===== src/rtl/qspi_fifo_sched.sv =====
// qspi_fifo_sched: write arbiter, occupancy tracker and read-burst sequencer for the
// 256-entry QSPI data FIFO.
//
// Write side: requesters A (CPU register path) and B (DMA) are round-robin arbitrated onto
// the FIFO write port. Ready is combinational and equals the grant, so an accepted word
// reaches fifo_wdata_o with fifo_wr_en_o in the same cycle.
//
// Read side: a start_i pulse with a non-zero burst_len_i sends that many FIFO words to the
// shift engine over a valid/ready stream, one word per RD -> WAIT -> SEND round trip.
//
// Occupancy is counted here from the issued strobes; the FIFO's own flags are not used.
//
// Ports:
//   clk_i, rst_i                 clock, synchronous active-high reset
//   a_valid_i/a_data_i/a_ready_o requester A word offer / accept
//   b_valid_i/b_data_i/b_ready_o requester B word offer / accept
//   fifo_wr_en_o, fifo_wdata_o   FIFO write port
//   fifo_rd_en_o, fifo_rdata_i   FIFO read strobe, registered read data (next cycle)
//   start_i, burst_len_i         burst request and word count
//   busy_o, done_o               burst in progress, one-cycle completion pulse
//   tx_valid_o/tx_data_o/tx_ready_i  stream to the shift engine
//   level_o                      current FIFO occupancy
module qspi_fifo_sched #(
  parameter int unsigned DW        = 32,
  parameter int unsigned DEPTH_MAX = 255,
  parameter int unsigned LW        = 9
) (
  input  logic          clk_i,
  input  logic          rst_i,
  // Requester A
  input  logic          a_valid_i,
  input  logic [DW-1:0] a_data_i,
  output logic          a_ready_o,
  // Requester B
  input  logic          b_valid_i,
  input  logic [DW-1:0] b_data_i,
  output logic          b_ready_o,
  // FIFO ports
  output logic          fifo_wr_en_o,
  output logic [DW-1:0] fifo_wdata_o,
  output logic          fifo_rd_en_o,
  input  logic [DW-1:0] fifo_rdata_i,
  // Burst control
  input  logic          start_i,
  input  logic [LW-1:0] burst_len_i,
  output logic          busy_o,
  output logic          done_o,
  // Shift-engine stream
  output logic          tx_valid_o,
  output logic [DW-1:0] tx_data_o,
  input  logic          tx_ready_i,
  // Occupancy
  output logic [LW-1:0] level_o
);

  localparam logic [LW-1:0] LevelMax = LW'(DEPTH_MAX);
  localparam logic [LW-1:0] LevelOne = LW'(1);

  typedef enum logic [2:0] {
    StIdle,
    StRd,
    StWait,
    StSend,
    StDone
  } state_e;

  // Occupancy and arbitration state
  logic [LW-1:0] level_q, level_d;
  logic          prio_q, prio_d;  // 0: A holds priority, 1: B holds priority

  // Burst FSM state and registered outputs
  state_e        state_q;
  logic [LW-1:0] rem_q;
  logic          busy_q;
  logic          done_q;
  logic          tx_valid_q;
  logic [DW-1:0] tx_data_q;

  logic can_wr;
  logic grant_a;
  logic grant_b;
  logic rd_en;

  // ---------------------------------------------------------------------------
  // Write arbitration
  // ---------------------------------------------------------------------------
  // Space is judged on the current level only: a read issued in the same cycle does not
  // free a slot for a write until the next cycle.
  always_comb begin
    can_wr  = (level_q < LevelMax);
    grant_a = can_wr & a_valid_i & (~b_valid_i | ~prio_q);
    grant_b = can_wr & b_valid_i & (~a_valid_i |  prio_q);
  end

  assign a_ready_o    = grant_a;
  assign b_ready_o    = grant_b;
  assign fifo_wr_en_o = grant_a | grant_b;
  assign fifo_wdata_o = grant_b ? b_data_i : a_data_i;

  // The read strobe must fire in the RD cycle itself so the registered FIFO data lands in
  // WAIT; it is therefore decoded from the state rather than registered.
  assign rd_en        = (state_q == StRd) && (level_q != '0);
  assign fifo_rd_en_o = rd_en;

  // ---------------------------------------------------------------------------
  // Occupancy counter and priority pointer
  // ---------------------------------------------------------------------------
  always_comb begin
    level_d = level_q;
    case ({fifo_wr_en_o, rd_en})
      2'b10:   level_d = level_q + LevelOne;
      2'b01:   level_d = level_q - LevelOne;
      default: level_d = level_q;  // idle, or write and read cancel out
    endcase

    prio_d = prio_q;
    if (grant_a) begin
      prio_d = 1'b1;
    end else if (grant_b) begin
      prio_d = 1'b0;
    end
  end

  always_ff @(posedge clk_i) begin
    if (rst_i) begin
      level_q <= '0;
      prio_q  <= 1'b0;
    end else begin
      level_q <= level_d;
      prio_q  <= prio_d;
    end
  end

  // ---------------------------------------------------------------------------
  // Read-burst FSM
  // ---------------------------------------------------------------------------
  always_ff @(posedge clk_i) begin
    if (rst_i) begin
      state_q    <= StIdle;
      rem_q      <= '0;
      busy_q     <= 1'b0;
      done_q     <= 1'b0;
      tx_valid_q <= 1'b0;
      tx_data_q  <= '0;
    end else begin
      done_q <= 1'b0;
      case (state_q)
        StIdle: begin
          // Zero-length requests are dropped without any visible effect.
          if (start_i && (burst_len_i != '0)) begin
            rem_q   <= burst_len_i;
            busy_q  <= 1'b1;
            state_q <= StRd;
          end
        end
        StRd: begin
          // Stall here until a requester has put a word into the FIFO.
          if (level_q != '0) begin
            state_q <= StWait;
          end
        end
        StWait: begin
          tx_data_q  <= fifo_rdata_i;
          tx_valid_q <= 1'b1;
          state_q    <= StSend;
        end
        StSend: begin
          if (tx_ready_i) begin
            tx_valid_q <= 1'b0;
            rem_q      <= rem_q - LevelOne;
            if (rem_q == LevelOne) begin
              busy_q  <= 1'b0;
              done_q  <= 1'b1;
              state_q <= StDone;
            end else begin
              state_q <= StRd;
            end
          end
        end
        StDone: begin
          state_q <= StIdle;
        end
        default: begin
          state_q <= StIdle;
        end
      endcase
    end
  end

  assign busy_o     = busy_q;
  assign done_o     = done_q;
  assign tx_valid_o = tx_valid_q;
  assign tx_data_o  = tx_data_q;
  assign level_o    = level_q;

  // ---------------------------------------------------------------------------
  // Invariants
  // ---------------------------------------------------------------------------
  a_no_wr_full: assert property (@(posedge clk_i) disable iff (rst_i)
      !(fifo_wr_en_o && (level_q == LevelMax)));

  a_no_rd_empty: assert property (@(posedge clk_i) disable iff (rst_i)
      !(fifo_rd_en_o && (level_q == '0)));

  a_tx_hold: assert property (@(posedge clk_i) disable iff (rst_i)
      (tx_valid_o && !tx_ready_i) |=> (tx_valid_o && $stable(tx_data_o)));

endmodule


===== config.mk =====
export PLATFORM = sky130hd
export DESIGN_NAME = qspi_fifo_sched
export DESIGN_NICKNAME = d
export VERILOG_FILES = /design/src/rtl/qspi_fifo_sched.sv
export SDC_FILE = /design/constraint.sdc
export NUM_CORES = 1
export LEC_CHECK = 0
export CORE_ASPECT_RATIO = 1.2
export CORE_UTILIZATION = 37
export DETAILED_ROUTE_END_ITERATION = 16
export MAX_ROUTING_LAYER = met4
export PLACE_DENSITY = 0.8
export RECOVER_POWER = 100
export SLEW_MARGIN = 0
export SYNTH_ARGS = -nofsm -noshare
export SYNTH_HDL_FRONTEND = slang
export SYNTH_SLANG_ARGS = --single-unit

===== constraint.sdc =====
create_clock -name clk_i -period 3.85 [get_ports clk_i]
set_input_delay 0.9625 -clock clk_i [delete_from_list [all_inputs] [get_ports clk_i]]
set_output_delay 0.9625 -clock clk_i [all_outputs]
set_load 0.1 [all_outputs]

==> metrics, run 1 <==
status finished, violations left; failing checks capacitance limit, slew limit; WP data arrival 2.75 ns; root buf cell clkbuf_8; worst-path fanout max 32; critical setup path kind input port to output pin; drt via density 5.252; Mapped Cells 390; die area 8741 µm²; post-placement cell count 654; chip width 85.52 µm; CP endpoint kind output pin; n_diodes 0; via count 3,519; slack of the critical path 0.1337 ns; met3 GRT Util 0.06866; Hold Crit Class register to register; fin nets 692; post-CTS setup repair buffer count 0; total power 3.625 mW; Sink Count 57; Pre-Repair DR Iteration Count 4; DR WL/cell 15.14 µm; Worst-Skew Late Latency 0.34 ns; CTS resizes 0; I/O Pins 191; grt total ovfl 0; worst clock skew 0.005884 ns; Max-Cap Viols 2; cts bufs inserted 9; CTS tree done; Die Y 102.2 µm; final worst-path cycle share 0.9653; Net Switching 1.961 mW; Relative slew margins -0.1049; grt met1 use 0.2501; r2r setup slk 0.70 ns; Tot GR Track Use 0.2420; Initial Utilization 0.3819; Post-synth ARST share 0; GR Util met2 0.4449; area grow syn2layout 78.42%; first-pass GRT wire length 15,930 µm; Max Freq 269.1 MHz; Post-route DRC 0; Port Buffer Count 190; average size of a mapped cell 7.940 µm²; GRT busiest layer met2; Iter 0 DRT Violations 100; Syn Std Cell Area 3097 µm²; largest stage delay on the critical path 0.56 ns; Seq/Total Area, Yosys 0.3685; post-synth cell types 48; initial antenna violation count 0; P per Cell Area 656.0 nW/µm²; Routed Antenna Nets 0; Setup TNS Final 0 ns; hold slack 0.4488 ns; Primary FF master, synth dfxtp_1; internal power 1.663 mW; Synth Warn # 0; fraction of layout cells with a size suffix above 1 0.1409; Lkg Pwr 2.280 nW; unrepaired setup endpoints after global routing no; Clock Power Share 0.152; placer congestion estimate 0.9114; largest net degree at the start of global routing 47; hold_buf cts 0; Max stage delay cell, worst path dlygate4sd3_1; Setup Viol. Count Final 0; syn nets 512; Reg power frac 0.233; CTS Buffer Depth 2; minimum clock period 3.716 ns; Slew Viols, Final 52; final hold violations 0; pre-CTS setup slack 0.1345 ns; sw frac 0.5411; row count 36; crit start category input port; core region area 8108 µm²; Post-DP HPWL 7990 µm; Gate power share 0.615; Non-Filler Instances 670; Seq cells post-synth 57; Max rail drop VDD 427.8 µV; Slew @ Worst Pin 1.640 ns; CTS H-Tree Depth 3; EDFF count, synth 0; Clk pin slew, worst setup/hold paths 0.07 ns; detailed-route wire length 10,140 µm; vias in the first global route 3,451; CP cell instances dlygate4sd3_1, a21boi_0, nand2_1, buf_4, mux2_1, buf_12; WP data required 2.89 ns
-- registers in the layout (all words and copies together) (netlist names) --
| name | cells |
|---|---|
| tx_data_o | 32 |
| rem_q | 9 |
| tx_valid_o | 1 |
| state_q | 3 |
| busy_o | 1 |
| prio_q | 1 |
| done_o | 1 |
| level_o | 9 |
-- power by group through the flow --
stage | clock, mW | combinational [mW] | sequential (mW)
global route | 0.596 | 2.36 | 0.867
finish | 0.551 | 2.23 | 0.845
floorplan | 0 | 1.01 | 1.50
global placement | 0 | 2.25 | 0.852
CTS | 0.565 | 2.30 | 0.849
detailed placement | 0 | 2.29 | 0.860
-- kinds of logic after synthesis --
kind of cell               count (synthesis)  synth area share
AOI/OAI and AO/OA                         95            0.1826
adders and majority gates                 11           0.04687
muxes                                     33            0.1196
DFF                                       57            0.3685
xor gates and xnor gates                   2          0.005658
and+or+nand+nor                          161            0.2347
buffers and inverters                     31           0.04202
-- placed cells by master (no fill, tap or decap), types with 5 or more instances in the layout --
master           instances
a211oi_1                 7
clkdlybuf4s50_1        106
mux2_1                   9
dlygate4sd3_1           46
nand2b_1                 5
a21o_1                   6
ha_1                    10
nand3_1                  5
inv_1                    7
mux2_2                  23
nor4_1                   8
a21oi_1                 49
dfxtp_1                 56
clkbuf_8                 9
nand2_1                 82
nor2_1                  27
nor3_1                  10
buf_12                  32
o21ai_0                 14
-- worst paths after layout --
kind | startpoint | to | cells after the start
min | tx_data_o[11] | tx_data_o[11] | 2
max | a_valid_i | fifo_wdata_o[2] | 6
max reg2reg | level_o[3] | level_o[6] | 11
min reg2reg | tx_data_o[11] | tx_data_o[11] | 2
-- through the flow --
step / instance area, µm² / util
after floorplan: 3105 / -
after global placement: 5373 / 0.6627
after detailed placement: 5373 / 0.6627
after CTS: 5569 / 0.6869
after global routing: 5525 / 0.6815
final: 5525 / 0.6815
-- worst max-delay path, delay by kind of cell --
kind / cells / cell delay (ns)
multiplexers: 1 / 0.40
AND/OR/NAND/NOR: 1 / 0.11
buffers and inverters: 3 / 1.00
AO/OA/AOI/OAI: 1 / 0.25
-- cell type report --
cell class                 count  area [µm²]
clock buffer                  10       127.6
inverter                       7       26.28
clock inverter                 6       68.82
multi-input combinational    302        1829
sequential                    57        1142
fill                         630        2582
tap                           95       118.9
timing repair buffer         193        2212
-- cells in the mapped netlist, drive strengths merged (2+ instances only) --
library cell  count  share of area
mux2             32           0.12
a211oi            7          0.017
a211o             2         0.0057
a21oi            50          0.082
o21ai            14          0.024
o21a              3         0.0073
a31oi             3         0.0061
dfxtp            57           0.37
nand2b            5          0.010
clkbuf           15          0.018
and3              2         0.0040
and2              5          0.010
nor2b             2         0.0040
nand3b            2         0.0048
nand2            82          0.099
nor4              8          0.016
nand4             4         0.0081
nand3             5         0.0081
or3               3         0.0061
nor2             28          0.034
a21o              6          0.015
nor3             10          0.016
o32ai             2         0.0057
inv               7         0.0085
buf               9          0.015
ha               10          0.040
-- routing by layer --
layer  up-vias  share of wire
met4         0          0.015
li1       1729              -
met3        17          0.072
met5         -              0
met1      1620           0.38
met2       153           0.53
No activity file was read; power rests on OpenSTA's default activity.
==> run 2, diff against run 1 <==
--- a/config.mk
+++ b/config.mk
@@ -6,6 +6,7 @@
 export NUM_CORES = 1
 export LEC_CHECK = 0
 export CORE_ASPECT_RATIO = 1.2
+export CORE_MARGIN = 2
 export CORE_UTILIZATION = 37
 export DETAILED_ROUTE_END_ITERATION = 16
 export MAX_ROUTING_LAYER = met4
==> metrics, run 2 (same netlist as run 1, synthesis figures left out) <==
status finished, violations left; Setup TNS Final 0 ns; via count 3,571; Post-DP HPWL 8362 µm; CP endpoint kind output pin; Top Family by Delay on Critical Path buffers and inverters; hold_sp tx_data_o[17]; Slew @ Worst Pin 1.525 ns; P per Cell Area 667.0 nW/µm²; n_diodes 0; Largest register FFs 32; CTS Buffer Depth 2; core region area 8108 µm²; Port Buffer Count 190; area grow syn2layout 79.92%; Crit. Startpoint a_valid_i; CTS H-Tree Depth 3; CP cell instances clkdlybuf4s50_1, a21boi_0, nand2_1, clkbuf_4, mux2_2, buf_12; worst-path fanout max 27; Clk pin slew, worst setup/hold paths 0.06 ns; Tot GR Track Use 0.2403; Iter 0 DRT Violations 159; root buf cell clkbuf_8; most frequent cells in the layout clkdlybuf4s50_1, nand2_1, dfxtp_1; WP data arrival 2.71 ns; post-CTS setup repair buffer count 0; die area 9120 µm²; WP data required 2.89 ns; worst clock skew 0.006673 ns; Post-route DRC 0; largest net degree at the start of global routing 43; Crit Reg-Reg Startpoint level_o[2]; pre-CTS setup slack 0.1947 ns; detailed-route wire length 10,570 µm; Sink Count 57; Setup Viol. Count Final 0; DR WL/cell 15.75 µm; slack of the critical path 0.1804 ns; Hold Crit Class register to register; grt total ovfl 0; fraction of layout cells with a size suffix above 1 0.1458; Max stage delay cell, worst path clkdlybuf4s50_1; Max Freq 272.5 MHz; worst path bufs/invs 3; Pre-Repair DR Iteration Count 6; CTS tree done; drt via density 5.322; unrepaired setup endpoints after global routing no; final worst-path cycle share 0.9531; post-placement cell count 655; final hold violations 0; commonest non-fill, non-tap cell in the layout clkdlybuf4s50_1; Non-Filler Instances 671; critical setup path kind input port to output pin; Relative slew margins -0.01746; Routed Antenna Nets 0; Die Y 104.2 µm; vias in the first global route 3,645; placer congestion estimate 0.8948; Initial Utilization 0.3819; minimum clock period 3.670 ns; I/O Pins 191; hold_buf cts 0; cts bufs inserted 9; chip width 87.52 µm; CTS resizes 0; first-pass GRT wire length 16,700 µm; Max-Cap Viols 1; crit start category input port; Worst-Skew Late Latency 0.33 ns; initial antenna violation count 0; # fillers 651; row count 36; Max rail drop VDD 311.1 µV; fin nets 693; Slew Viols, Final 33; largest stage delay on the critical path 0.52 ns; failing checks capacitance limit, slew limit; Lkg Pwr 2.312 nW
==> run 2: routing by layer <==
layer	vias up	track usage	share of wire	wire, µm
li1	1726	-	-	-
met1	1640	0.2470	0.37	3927
met2	187	0.4307	0.54	5674
met3	18	0.05952	0.069	731
met4	0	0.08901	0.022	235
met5	-	-	0	0
==> run 2: final timing paths <==
check                     endpoint  cells after the start  slack [ns]
setup / recovery  fifo_wdata_o[31]                      6        0.18
hold / removal       tx_data_o[17]                      2        0.45
setup reg to reg        level_o[6]                     11        0.68
hold reg to reg      tx_data_o[17]                      2        0.45
==> run 2: power by group <==
| group | internal [mW] | leakage (nW) | switching (mW) | total, mW |
|---|---|---|---|---|
| Combinational | 0.645 | 1.73 | 1.59 | 2.24 |
| Sequential | 0.722 | 0.464 | 0.120 | 0.842 |
| Clock | 0.397 | 0.115 | 0.239 | 0.636 |
| Total | 1.76 | 2.31 | 1.95 | 3.72 |
==> run 2: through the flow <==
step / cell area [µm²] / utilization / power, mW / hold slack, ns
after detailed placement: 5395 / 0.6654 / 3.153 / 0.4465
after floorplan: 3105 / - / 2.511 / 0.4352
after CTS: 5624 / 0.6937 / 3.798 / 0.4564
final: 5572 / 0.6872 / 3.716 / 0.4503
after global routing: 5572 / 0.6872 / 3.902 / 0.4720
after global placement: 5395 / 0.6654 / 3.111 / 0.4414
==> run 2: cell type report <==
type                       count  area [µm²]  area share
sequential                    57        1142      0.2050
inverter                       7       26.28    0.004716
tap                           95       118.9     0.02133
clock inverter                 5       77.57     0.01392
timing repair buffer         194        2226      0.3995
clock buffer                  11       151.4     0.02717
multi-input combinational    302        1829      0.3283
==> run 2: worst reg2reg max path: stages, from the launching register on <==
cell	delay, ns
dfxtp_2	0.34
nor4_1	0.47
a31oi_1	0.19
nand2_1	0.17
nor2_4	0.06
ha_1	0.27
fa_1	0.45
a211oi_1	0.36
o21bai_1	0.13
a21oi_1	0.19
nor4_1	0.06
or3_1	0.38
